### config.mk
export PLATFORM = sky130hd
export DESIGN_NAME = pwla_sigmoid_pipe
export DESIGN_NICKNAME = d
export VERILOG_FILES = /design/src/rtl/pwla_sigmoid_pipe.sv
export SDC_FILE = /design/constraint.sdc
export NUM_CORES = 1
export LEC_CHECK = 0
export BUFFER_PORTS_ARGS = -buffer_cell sky130_fd_sc_hd__buf_2
export CAP_MARGIN = 20
export CORE_MARGIN = 2
export CORE_UTILIZATION = 46
export CTS_CLUSTER_DIAMETER = 50
export DETAILED_ROUTE_END_ITERATION = 16
export GPL_ROUTABILITY_DRIVEN = 0
export PLACE_DENSITY = 0.64
export SLEW_MARGIN = 0
export SYNTH_ARGS = -nofsm -noshare
export SYNTH_HDL_FRONTEND = slang
export SYNTH_SLANG_ARGS = --single-unit
### constraint.sdc
create_clock -name clk -period 2.8 [get_ports clk]
set_clock_uncertainty 0.15 [all_clocks]
set_input_delay 0.84 -clock clk [delete_from_list [all_inputs] [get_ports clk]]
set_output_delay 0.84 -clock clk [all_outputs]
set_load 0.005 [all_outputs]
### src/rtl/pwla_sigmoid_pipe.sv
// Three-stage piecewise-linear sigmoid with valid/ready handshake.
// Define PWLA_TANH_EN to add a per-sample mode input selecting tanh(x) = 2*sigma(2x) - 1.
module pwla_sigmoid_pipe #(
  parameter int DATA_W = 16,
  parameter int FRAC_W = 10
) (
  input  logic              clk,
  input  logic              rst,
  input  logic              in_valid,
  output logic              in_ready,
  input  logic [DATA_W-1:0] in_data,
`ifdef PWLA_TANH_EN
  input  logic              mode,
`endif
  output logic              out_valid,
  input  logic              out_ready,
  output logic [DATA_W-1:0] out_data
);

  localparam logic [DATA_W-1:0] ONE     = DATA_W'(1) << FRAC_W;
  localparam logic [DATA_W-1:0] BRK_SAT = DATA_W'(5) << FRAC_W;          // 5.0
  localparam logic [DATA_W-1:0] BRK_MID = DATA_W'(19) << (FRAC_W - 3);   // 2.375
  localparam logic [DATA_W-1:0] OFS_HI  = DATA_W'(27) << (FRAC_W - 5);   // 0.84375
  localparam logic [DATA_W-1:0] OFS_MID = DATA_W'(5) << (FRAC_W - 3);    // 0.625
  localparam logic [DATA_W-1:0] OFS_LO  = DATA_W'(1) << (FRAC_W - 1);    // 0.5
  localparam logic [DATA_W-1:0] POS_MAX = {1'b0, {(DATA_W-1){1'b1}}};
  localparam logic [DATA_W-1:0] NEG_MIN = {1'b1, {(DATA_W-1){1'b0}}};

  logic              adv;
  logic              s1_valid_reg, s1_neg_reg;
  logic [DATA_W-1:0] s1_abs_reg;
  logic              s2_valid_reg, s2_neg_reg;
  logic [DATA_W-1:0] s2_y_reg;
  logic [DATA_W-1:0] x_eff, abs_next, y_next, sig_next, res_next;
  logic              neg_next;
`ifdef PWLA_TANH_EN
  logic              s1_mode_reg, s2_mode_reg;
`endif

  // A stalled output freezes the whole pipe; an empty or draining output lets it move.
  assign adv      = !out_valid || out_ready;
  assign in_ready = adv;

  // S1: optional saturating doubler, then sign and saturating magnitude.
  always_comb begin
    x_eff = in_data;
`ifdef PWLA_TANH_EN
    if (mode) begin
      if (in_data[DATA_W-1] != in_data[DATA_W-2])
        x_eff = in_data[DATA_W-1] ? NEG_MIN : POS_MAX;
      else
        x_eff = {in_data[DATA_W-2:0], 1'b0};
    end
`endif
    neg_next = x_eff[DATA_W-1];
    abs_next = x_eff;
    if (neg_next)
      abs_next = (x_eff == NEG_MIN) ? POS_MAX : (~x_eff + DATA_W'(1));
  end

  // S2: segment select; breakpoints fall into the upper segment.
  always_comb begin
    if (s1_abs_reg >= BRK_SAT)
      y_next = ONE;
    else if (s1_abs_reg >= BRK_MID)
      y_next = (s1_abs_reg >> 5) + OFS_HI;
    else if (s1_abs_reg >= ONE)
      y_next = (s1_abs_reg >> 3) + OFS_MID;
    else
      y_next = (s1_abs_reg >> 2) + OFS_LO;
  end

  // S3: mirror for negative inputs, then optional tanh rescale.
  always_comb begin
    sig_next = s2_neg_reg ? (ONE - s2_y_reg) : s2_y_reg;
    res_next = sig_next;
`ifdef PWLA_TANH_EN
    if (s2_mode_reg)
      res_next = (sig_next << 1) - ONE;
`endif
  end

  always_ff @(posedge clk or posedge rst) begin
    if (rst) begin
      s1_valid_reg <= 1'b0;
      s1_neg_reg   <= 1'b0;
      s1_abs_reg   <= '0;
      s2_valid_reg <= 1'b0;
      s2_neg_reg   <= 1'b0;
      s2_y_reg     <= '0;
      out_valid    <= 1'b0;
      out_data     <= '0;
`ifdef PWLA_TANH_EN
      s1_mode_reg  <= 1'b0;
      s2_mode_reg  <= 1'b0;
`endif
    end else if (adv) begin
      s1_valid_reg <= in_valid;
      s2_valid_reg <= s1_valid_reg;
      out_valid    <= s2_valid_reg;
      if (in_valid) begin
        s1_neg_reg <= neg_next;
        s1_abs_reg <= abs_next;
`ifdef PWLA_TANH_EN
        s1_mode_reg <= mode;
`endif
      end
      if (s1_valid_reg) begin
        s2_neg_reg <= s1_neg_reg;
        s2_y_reg   <= y_next;
`ifdef PWLA_TANH_EN
        s2_mode_reg <= s1_mode_reg;
`endif
      end
      // Data only moves with a valid sample so an idle output keeps its last value.
      if (s2_valid_reg)
        out_data <= res_next;
    end
  end

endmodule

==> key figures, run 1 <==
Synth
  – Mapped Cells: 324
  – Post-synth top flop: dfrtp_1
  – Syn_nets: around 350
  – Register area share after synthesis: a little over two fifths
  – #FFs+latches synth: 52
  – Yosys warnings: 0
  – Asr flop ratio synth: 100%
  – Leading post-synthesis cells by cell area: dfrtp_1 (44%), nand2_1 (6.8%), xor2_1 (5.0%)
  – Synth top area share: 43.7%
  – EDFF count, synth: 0
  – Syn Area/Cell: 9.19 um^2
  – Cell taking the most area after synthesis: dfrtp_1
  – Netlist cell types: between 40 and 50
  – Synthesized area: roughly 3000 um^2

Final layout
  – Layout cell share with drive strength beyond 1: about 18%
  – Most frequent cells in the layout: nand2_1 (54), dfrtp_1 (52), buf_2 (37)
  – N_diodes: 0
  – Most common cell after layout, fill and taps aside: nand2_1
  – P&R area growth vs syn: 11.6%
  – Final nets: 387

Timing
  – Worst-Margin Slew: 0.524 ns
  – Clock period minus final worst setup slack: approximately 2.4 ns
  – Final setup fails: 0
  – Max-slew violations: 0
  – Max Freq: ~410 MHz
  – Setup TNS: 0 ns
  – RSZ-0062 raised after global routing: false
  – Period utilization: 86.2%
  – Slew HR: 65.1%
  – Final Hold Vio Count: 0

Clock tree
  – Clock-pin slew on the worst setup and hold paths: 0.08 ns
  – CTS tree: done
  – Clk buf depth: 2
  – Clock Latency Late Sink: 0.31 ns
  – CTS Buf Count: 5
  – Clock H-tree levels: 2
  – Clock sink total: 52
  – Post-CTS Setup Inserts: 0
  – Hold Buf Count CTS: 0
  – Root Buffer: clkbuf_8
  – Post-CTS sizing: 0

Routing
  – TritonRoute pass-1 iters: 4
  – Initial DRC Count: 98
  – Vias per cell: 5.36
  – Detail Route Antenna Nets: 0
  – DRC viols: 0
  – DR vias: 2339
  – Routed wire length: roughly 5.7 mm
  – Avg WL per Cell: 13.0 um

Power and ir drop
  – Power Total: about 2700 uW
  – VDD IR max: around 0.00038 V
  – Lkg Pwr: between 0.0015 and 0.002 uW
  – PD cells: 814 nW/um^2

Worst setup path
  – Reg2reg start: s1_abs_reg[12]
  – Worst-path fanout max: 10
  – WP data required: ~1.8 ns
  – Endpoint class of the critical path: output pin
  – Setup slack, reg-to-reg: around 0.53 ns
  – Worst path cell trace: buf_2, nand2b_1, buf_2
  – Crit path launch type: input pin
  – Max incr delay on CP: 0.28 ns
  – FF-to-FF path depth: 8
  – Arrival time at the worst endpoint: 1.42 ns
  – CP dominant cell by count: buf_2
  – Reg-to-Reg End: s2_y_reg[5]
  – Slowest cell on crit path: nand2b_1
  – Critical Setup Path Class: input pin to output pin

GRT
  – Gr usage total: approximately 18%
  – First-pass GRT wire length: 10.5 mm
  – Initial antenna violation count: 0
  – Largest net degree at the start of global routing: 33
  – Vias in the first global route: 2266
  – GRT Residual Overflow: 0

Die
  – Die Area: 7130 um^2
  – I/O pin count: 38
  – Row count: 29
  – Die width: 84.4 um
  – Initial Utilization: between 40% and 50%
  – Die Span Y: 84.4 um
  – Core Footprint: 6310 um^2

Job
  – # Max-Cap Violations: 0

Placement
  – Detail Placement HPWL: 4.29 mm
  – I/O Buffers: 37

Status
  – Status: complete, no violations

Worst hold path
  – Worst min-delay path category: input pin to async pin
==> synth_stat cells, types with 2 or more instances <==
master / n
inv_1: 13
a31oi_1: 2
o221ai_1: 3
o31ai_2: 2
or3_4: 2
o21a_1: 2
mux2i_1: 12
nor4_1: 5
o31ai_1: 6
a21oi_1: 14
nand3_1: 6
ha_1: 9
o2111ai_1: 2
o21ai_0: 28
o22ai_1: 2
nand2b_1: 3
nor2_1: 13
o41ai_1: 2
xnor2_1: 10
nor3_1: 4
buf_2: 4
and2_1: 5
o31a_1: 3
a32oi_1: 2
clkbuf_1: 10
mux2_2: 5
nand2_1: 54
dfrtp_1: 52
nor2b_1: 2
or3_1: 4
o21ai_1: 12
xor2_1: 17
==> per-stage QoR <==
| step | utilization, % | hold slack, ns | area [um^2] | setup slack (ns) | instances |
|---|---|---|---|---|---|
| 3_5_place_dp | 51.2 | 0.304 | 3230 | 0.238 | 428 |
| 5_1_grt | 52.6 | 0.231 | 3320 | 0.343 | 436 |
| 6_report | 52.6 | 0.239 | 3320 | 0.387 | 436 |
| 4_1_cts | 52.6 | 0.232 | 3320 | 0.379 | 436 |
| 2_1_floorplan | - | 0.286 | 2980 | 0.552 | 324 |
| 3_3_place_gp | 51.2 | 0.296 | 3230 | 0.296 | 428 |
==> cell type report <==
type,count,area [um^2]
multi-input cells,244,1570
inverters,13,48.8
fillers,646,2990
well taps,77,96.3
flip-flops and latches,52,1300
clock buffers,6,72.6
repair buffers,42,223
clock inverters,2,16.3
==> cell families (layout without fill, tap and decap cells) <==
| kind of cell | Yosys count | count (layout) | share of synthesized area [%] |
|---|---|---|---|
| buffers and inverters | 28 | 63 | 3.70 |
| and+or+nand+nor | 105 | 105 | 16.9 |
| DFF | 52 | 52 | 43.7 |
| AOI/OAI and AO/OA | 86 | 86 | 18.1 |
| adders and majority gates | 9 | 9 | 3.78 |
| muxes | 17 | 17 | 5.93 |
| xor gates and xnor gates | 27 | 27 | 7.94 |
==> how the worst max path moves through the flow <==
| stage | from | cells past startpoint | endpoint | slack, ns |
|---|---|---|---|---|
| 6_report | out_ready | 3 | in_ready | 0.39 |
| 3_3_place_gp | in_data[2] | 6 | s1_abs_reg[12] | 0.30 |
| 4_1_cts | out_ready | 3 | in_ready | 0.38 |
| 3_5_place_dp | in_data[2] | 6 | s1_abs_reg[8] | 0.24 |
| 5_1_grt | s1_abs_reg[12] | 7 | s2_y_reg[7] | 0.34 |
| 2_1_floorplan | rst | 1 | out_data[0] | 0.55 |
==> per-layer routing <==
layer / vias to the layer above / GRT usage, % / routed length, um
met5: - / 0 / 0
met3: 7 / 3.24 / 206
met2: 45 / 29.6 / 2610
met1: 1078 / 23.2 / 2770
li1: 1209 / - / -
met4: 0 / 5.19 / 82
==> critical path: cells and delay by family <==
family,cells,cell delay [ns]
and+or+nand+nor,1,0.28
buffers and inverters,2,0.30
==> power breakdown <==
group	switching (uW)	internal, uW	total [uW]
registers	228	965	1190
logic	575	512	1090
clock network	248	178	426
Power figures use the tool's default switching activity.
==> run 2, diff against run 1 <==
Settings changed: PLACE_DENSITY 0.64 to 0.66.
Clock period 2.8 ns to 2.2 ns, I/O delays scaled along.
==> key figures, run 2 (same netlist as run 1, synthesis figures left out) <==
Status
  – Status: complete, no violations

Placement
  – I/O Buffers: 37
  – Detail Placement HPWL: 4.56 mm

Routing
  – Routed wire length: 5.83 mm
  – Vias per cell: 5.30
  – Detail Route Antenna Nets: 0
  – Initial DRC Count: 128
  – DRC viols: 0
  – DR vias: 2397
  – TritonRoute pass-1 iters: 6
  – Avg WL per Cell: 12.9 um

Timing
  – Final setup fails: 0
  – RSZ-0062 raised after global routing: false
  – Clock period minus final worst setup slack: between 1.5 and 2 ns
  – Period utilization: 90.2%
  – Slew HR: 67.3%
  – Final Hold Vio Count: 0
  – Setup TNS: 0 ns
  – Worst-Margin Slew: around 0.49 ns
  – Hold Worst Slack: 0.178 ns
  – Max-slew violations: 0
  – Max Freq: roughly 500 MHz

Clock tree
  – CTS Buf Count: 5
  – Post-CTS sizing: 0
  – Root Buffer: clkbuf_8
  – CTS tree: done
  – Clock Latency Late Sink: about 0.30 ns
  – Clock sink total: 52
  – Clk buf depth: 2
  – Clock-pin slew on the worst setup and hold paths: approximately 0.090 ns
  – Clock H-tree levels: 2
  – Post-CTS Setup Inserts: 0
  – Hold Buf Count CTS: 0

GRT
  – Largest net degree at the start of global routing: 35
  – Gr usage total: 17.6%
  – Initial antenna violation count: 0
  – First-pass GRT wire length: 10.6 mm
  – Vias in the first global route: 2362
  – GRT Residual Overflow: 0

Worst setup path
  – FF-to-FF path depth: 5
  – Crit path launch type: flop
  – Worst-path fanout max: 4
  – Critical Setup Path Class: flop to flop
  – WP data required: 2.24 ns
  – Arrival time at the worst endpoint: 2.03 ns
  – Endpoint class of the critical path: flop

Worst hold path
  – Worst min-delay path category: input pin to async pin

Power and ir drop
  – VDD IR max: 0.000567 V
  – Lkg Pwr: between 0.0015 and 0.002 uW
  – PD cells: 1050 nW/um^2
  – Power Total: 3680 uW

Final layout
  – Most common cell after layout, fill and taps aside: nand2_1
  – P&R area growth vs syn: 17.7%
  – Layout cell share with drive strength beyond 1: between 20% and 30%
  – Final Util: 55.5%
  – Final nets: 403
  – N_diodes: 0
  – Most frequent cells in the layout: nand2_1 (54), dfrtp_1 (52), buf_2 (37)

Die
  – Die Span Y: 84.4 um
  – Initial Utilization: 47.1%
  – Die width: 84.4 um
  – Core Footprint: 6310 um^2
  – Row count: 29
  – I/O pin count: 38
  – Die Area: 7130 um^2

Job
  – # Max-Cap Violations: 0
-- run 2: path summary, 6_finish.rpt --
path / slack (ns) / to / from
worst min-delay path: 0.18 / s1_abs_reg[11] / rst
max in group asynchronous: 1.21 / s2_y_reg[1] / rst
worst min register to register: 0.33 / out_data[8] / out_data[8]
min in group clk: 0.33 / out_data[8] / out_data[8]
worst max register to register: 0.22 / out_data[13] / s2_y_reg[1]
worst max-delay path: 0.22 / out_data[13] / s2_y_reg[1]
-- run 2: area by class of cell --
| class | count | area (um^2) |
|---|---|---|
| well taps | 77 | 96.3 |
| fillers | 608 | 2810 |
| clock inverters | 2 | 38.8 |
| clock buffers | 6 | 82.6 |
| inverters | 13 | 48.8 |
| flip-flops and latches | 52 | 1300 |
| repair buffers | 58 | 368 |
| multi-input cells | 244 | 1570 |
-- run 2: metal layers --
metal	GRT usage, %	wire length [um]	up-vias
met2	32.3	2890	41
met5	0	0	-
met1	22.3	2730	1111
met4	3.46	53	0
met3	2.36	157	4
li1	-	-	1241
-- run 2: through the flow --
step | instance area, um^2 | setup slack (ns) | std cells
5_1_grt | 3500 | 0.0415 | 452
2_1_floorplan | 2980 | 0.132 | 324
3_3_place_gp | 3380 | 0.0708 | 444
3_5_place_dp | 3380 | 0.000133 | 444
6_report | 3500 | 0.216 | 452
4_1_cts | 3500 | 0.121 | 452
-- run 2: power by group --
group	switching [uW]	internal, uW
clock	313	372
sequential	265	1230
combinational	777	723
total	1350	2320
-- run 2: critical path: stages (launching register included) --
cell and delay [ns]:
dfrtp_1 0.42, or3_4 0.40, o41a_1 0.46, o31ai_2 0.21, xor2_1 0.16, o21ai_1 0.07
==> run 3, diff against run 2 <==
Settings changed: CORE_UTILIZATION 46 to 50, PLACE_DENSITY 0.66 to 0.71.
==> key figures, run 3 (same netlist as run 1, synthesis figures left out) <==
Status
  – Status: complete, no violations

Clock tree
  – CTS Buf Count: 5
  – CTS tree: done
  – Post-CTS sizing: 0
  – Clock-pin slew on the worst setup and hold paths: approximately 0.10 ns
  – Hold Buf Count CTS: 0
  – Post-CTS Setup Inserts: 0
  – Clk buf depth: 2
  – Clock sink total: 52
  – Clock Latency Late Sink: 0.31 ns
  – Clock H-tree levels: 2
  – Root Buffer: clkbuf_8

Timing
  – Hold Worst Slack: about 0.18 ns
  – Final setup fails: 0
  – Final Hold Vio Count: 0
  – Clock period minus final worst setup slack: 2.06 ns
  – Final worst slack: 0.144 ns
  – Max-slew violations: 0
  – Period utilization: between 90 and 100%
  – Max Freq: between 400 and 500 MHz
  – Worst-Margin Slew: 0.503 ns
  – RSZ-0062 raised after global routing: false
  – Slew HR: about two thirds

GRT
  – Vias in the first global route: 2241
  – Gr usage total: between 15 and 20%
  – Largest net degree at the start of global routing: 35
  – Initial antenna violation count: 0
  – First-pass GRT wire length: 10.1 mm
  – GRT Residual Overflow: 0

Final layout
  – Fill count: 534
  – Most common cell after layout, fill and taps aside: nand2_1
  – N_diodes: 0
  – P&R area growth vs syn: 17.7%
  – Final nets: 402
  – Most frequent cells in the layout: nand2_1 (54), dfrtp_1 (52), buf_2 (37)
  – Final Util: 59.9%
  – Layout cell share with drive strength beyond 1: 21.1%
  – Sequential Area: about 1300 um^2
  – Area of the multi-input gates: 1570 um^2

Routing
  – DR vias: between 2000 and 2500
  – DRC viols: 0
  – Vias per cell: 5.29
  – Avg WL per Cell: 12.4 um
  – Detail Route Antenna Nets: 0
  – Routed wire length: 5.57 mm
  – TritonRoute pass-1 iters: 4
  – Initial DRC Count: 63

Die
  – Initial Utilization: 50.9%
  – Die Area: 6590 um^2
  – Core Footprint: 5850 um^2
  – I/O pin count: 38
  – Row count: 28
  – Die Span Y: 81.2 um
  – Die width: 81.2 um

Placement
  – Detail Placement HPWL: ~4.3 mm
  – Setup WS pre-CTS: -0.0238 ns
  – I/O Buffers: 37

Power and ir drop
  – Power Total: between 3000 and 4000 uW
  – PD cells: 1050 nW/um^2
  – VDD IR max: 0.000488 V
  – Lkg Pwr: 0.00166 uW

Worst setup path
  – Setup slack, reg-to-reg: between 0.1 and 0.15 ns
  – Endpoint class of the critical path: flop
  – Arrival time at the worst endpoint: 2.09 ns
  – Max incr delay on CP: 0.52 ns
  – Worst path cell trace: ha_1, nor3b_1, a21o_1, mux2i_1, o221ai_1
  – Worst-path fanout max: 8
  – WP data required: 2.24 ns
  – Critical Setup Path Class: flop to flop
  – Slowest cell on crit path: dfrtp_1
  – Crit path launch type: flop

Job
  – # Max-Cap Violations: 0

Worst hold path
  – Worst min-delay path category: input pin to async pin
[run 3: changes by cell type in the layout (fill, tap and decap cells not counted)]
cell and change:
a21o_1 +1, buf_12 +1, buf_4 -2, a21o_2 -1
[run 3: through the flow]
step | area (um^2) | setup TNS, ns | std cells
finish | 3500 | 0 | 449
global placement | 3380 | 0 | 441
detailed placement | 3380 | -0.0238 | 441
global route | 3500 | 0 | 449
CTS | 3500 | 0 | 449
floorplan | 2980 | 0 | 324
[run 3: where the power goes]
group	switching, uW	internal [uW]	total, uW
sequential	273	1230	1500
clock	311	372	683
combinational	754	724	1480
total	1340	2320	3660
[run 3: area by class of cell]
class                           instances  area share [%]
Multi-Input combinational cell        244            44.7
Sequential cell                        52            37.1
Timing Repair Buffer                   57            10.6
Tap cell                               75            2.68
Clock buffer                            6            2.36
Inverter                               13            1.39
Clock inverter                          2            1.11
[run 3: routing by layer]
metal / routed length [um] / track usage (%)
met3: 161 / 2.67
met5: 0 / 0
met1: 2650 / 24.2
met2: 2680 / 34.4
met4: 76 / 5.59
[run 3: critical path, delay by kind of cell, from the launching register on]
kind	cells	cell delay, ns
compound gates	2	0.51
fa+ha+maj	1	0.19
flops	1	0.52
mux	1	0.25
simple gates	1	0.31
[run 3: final timing paths]
| path | from | to | cells past startpoint |
|---|---|---|---|
| worst max register to register | s1_abs_reg[10] | s2_y_reg[7] | 5 |
| min in group clk | s1_abs_reg[0] | s1_abs_reg[0] | 2 |
| worst min-delay path | rst | s1_abs_reg[14] | 2 |
| max in group asynchronous | rst | s2_y_reg[1] | 3 |
| worst min register to register | s1_abs_reg[0] | s1_abs_reg[0] | 2 |
| worst max-delay path | s1_abs_reg[10] | s2_y_reg[7] | 5 |
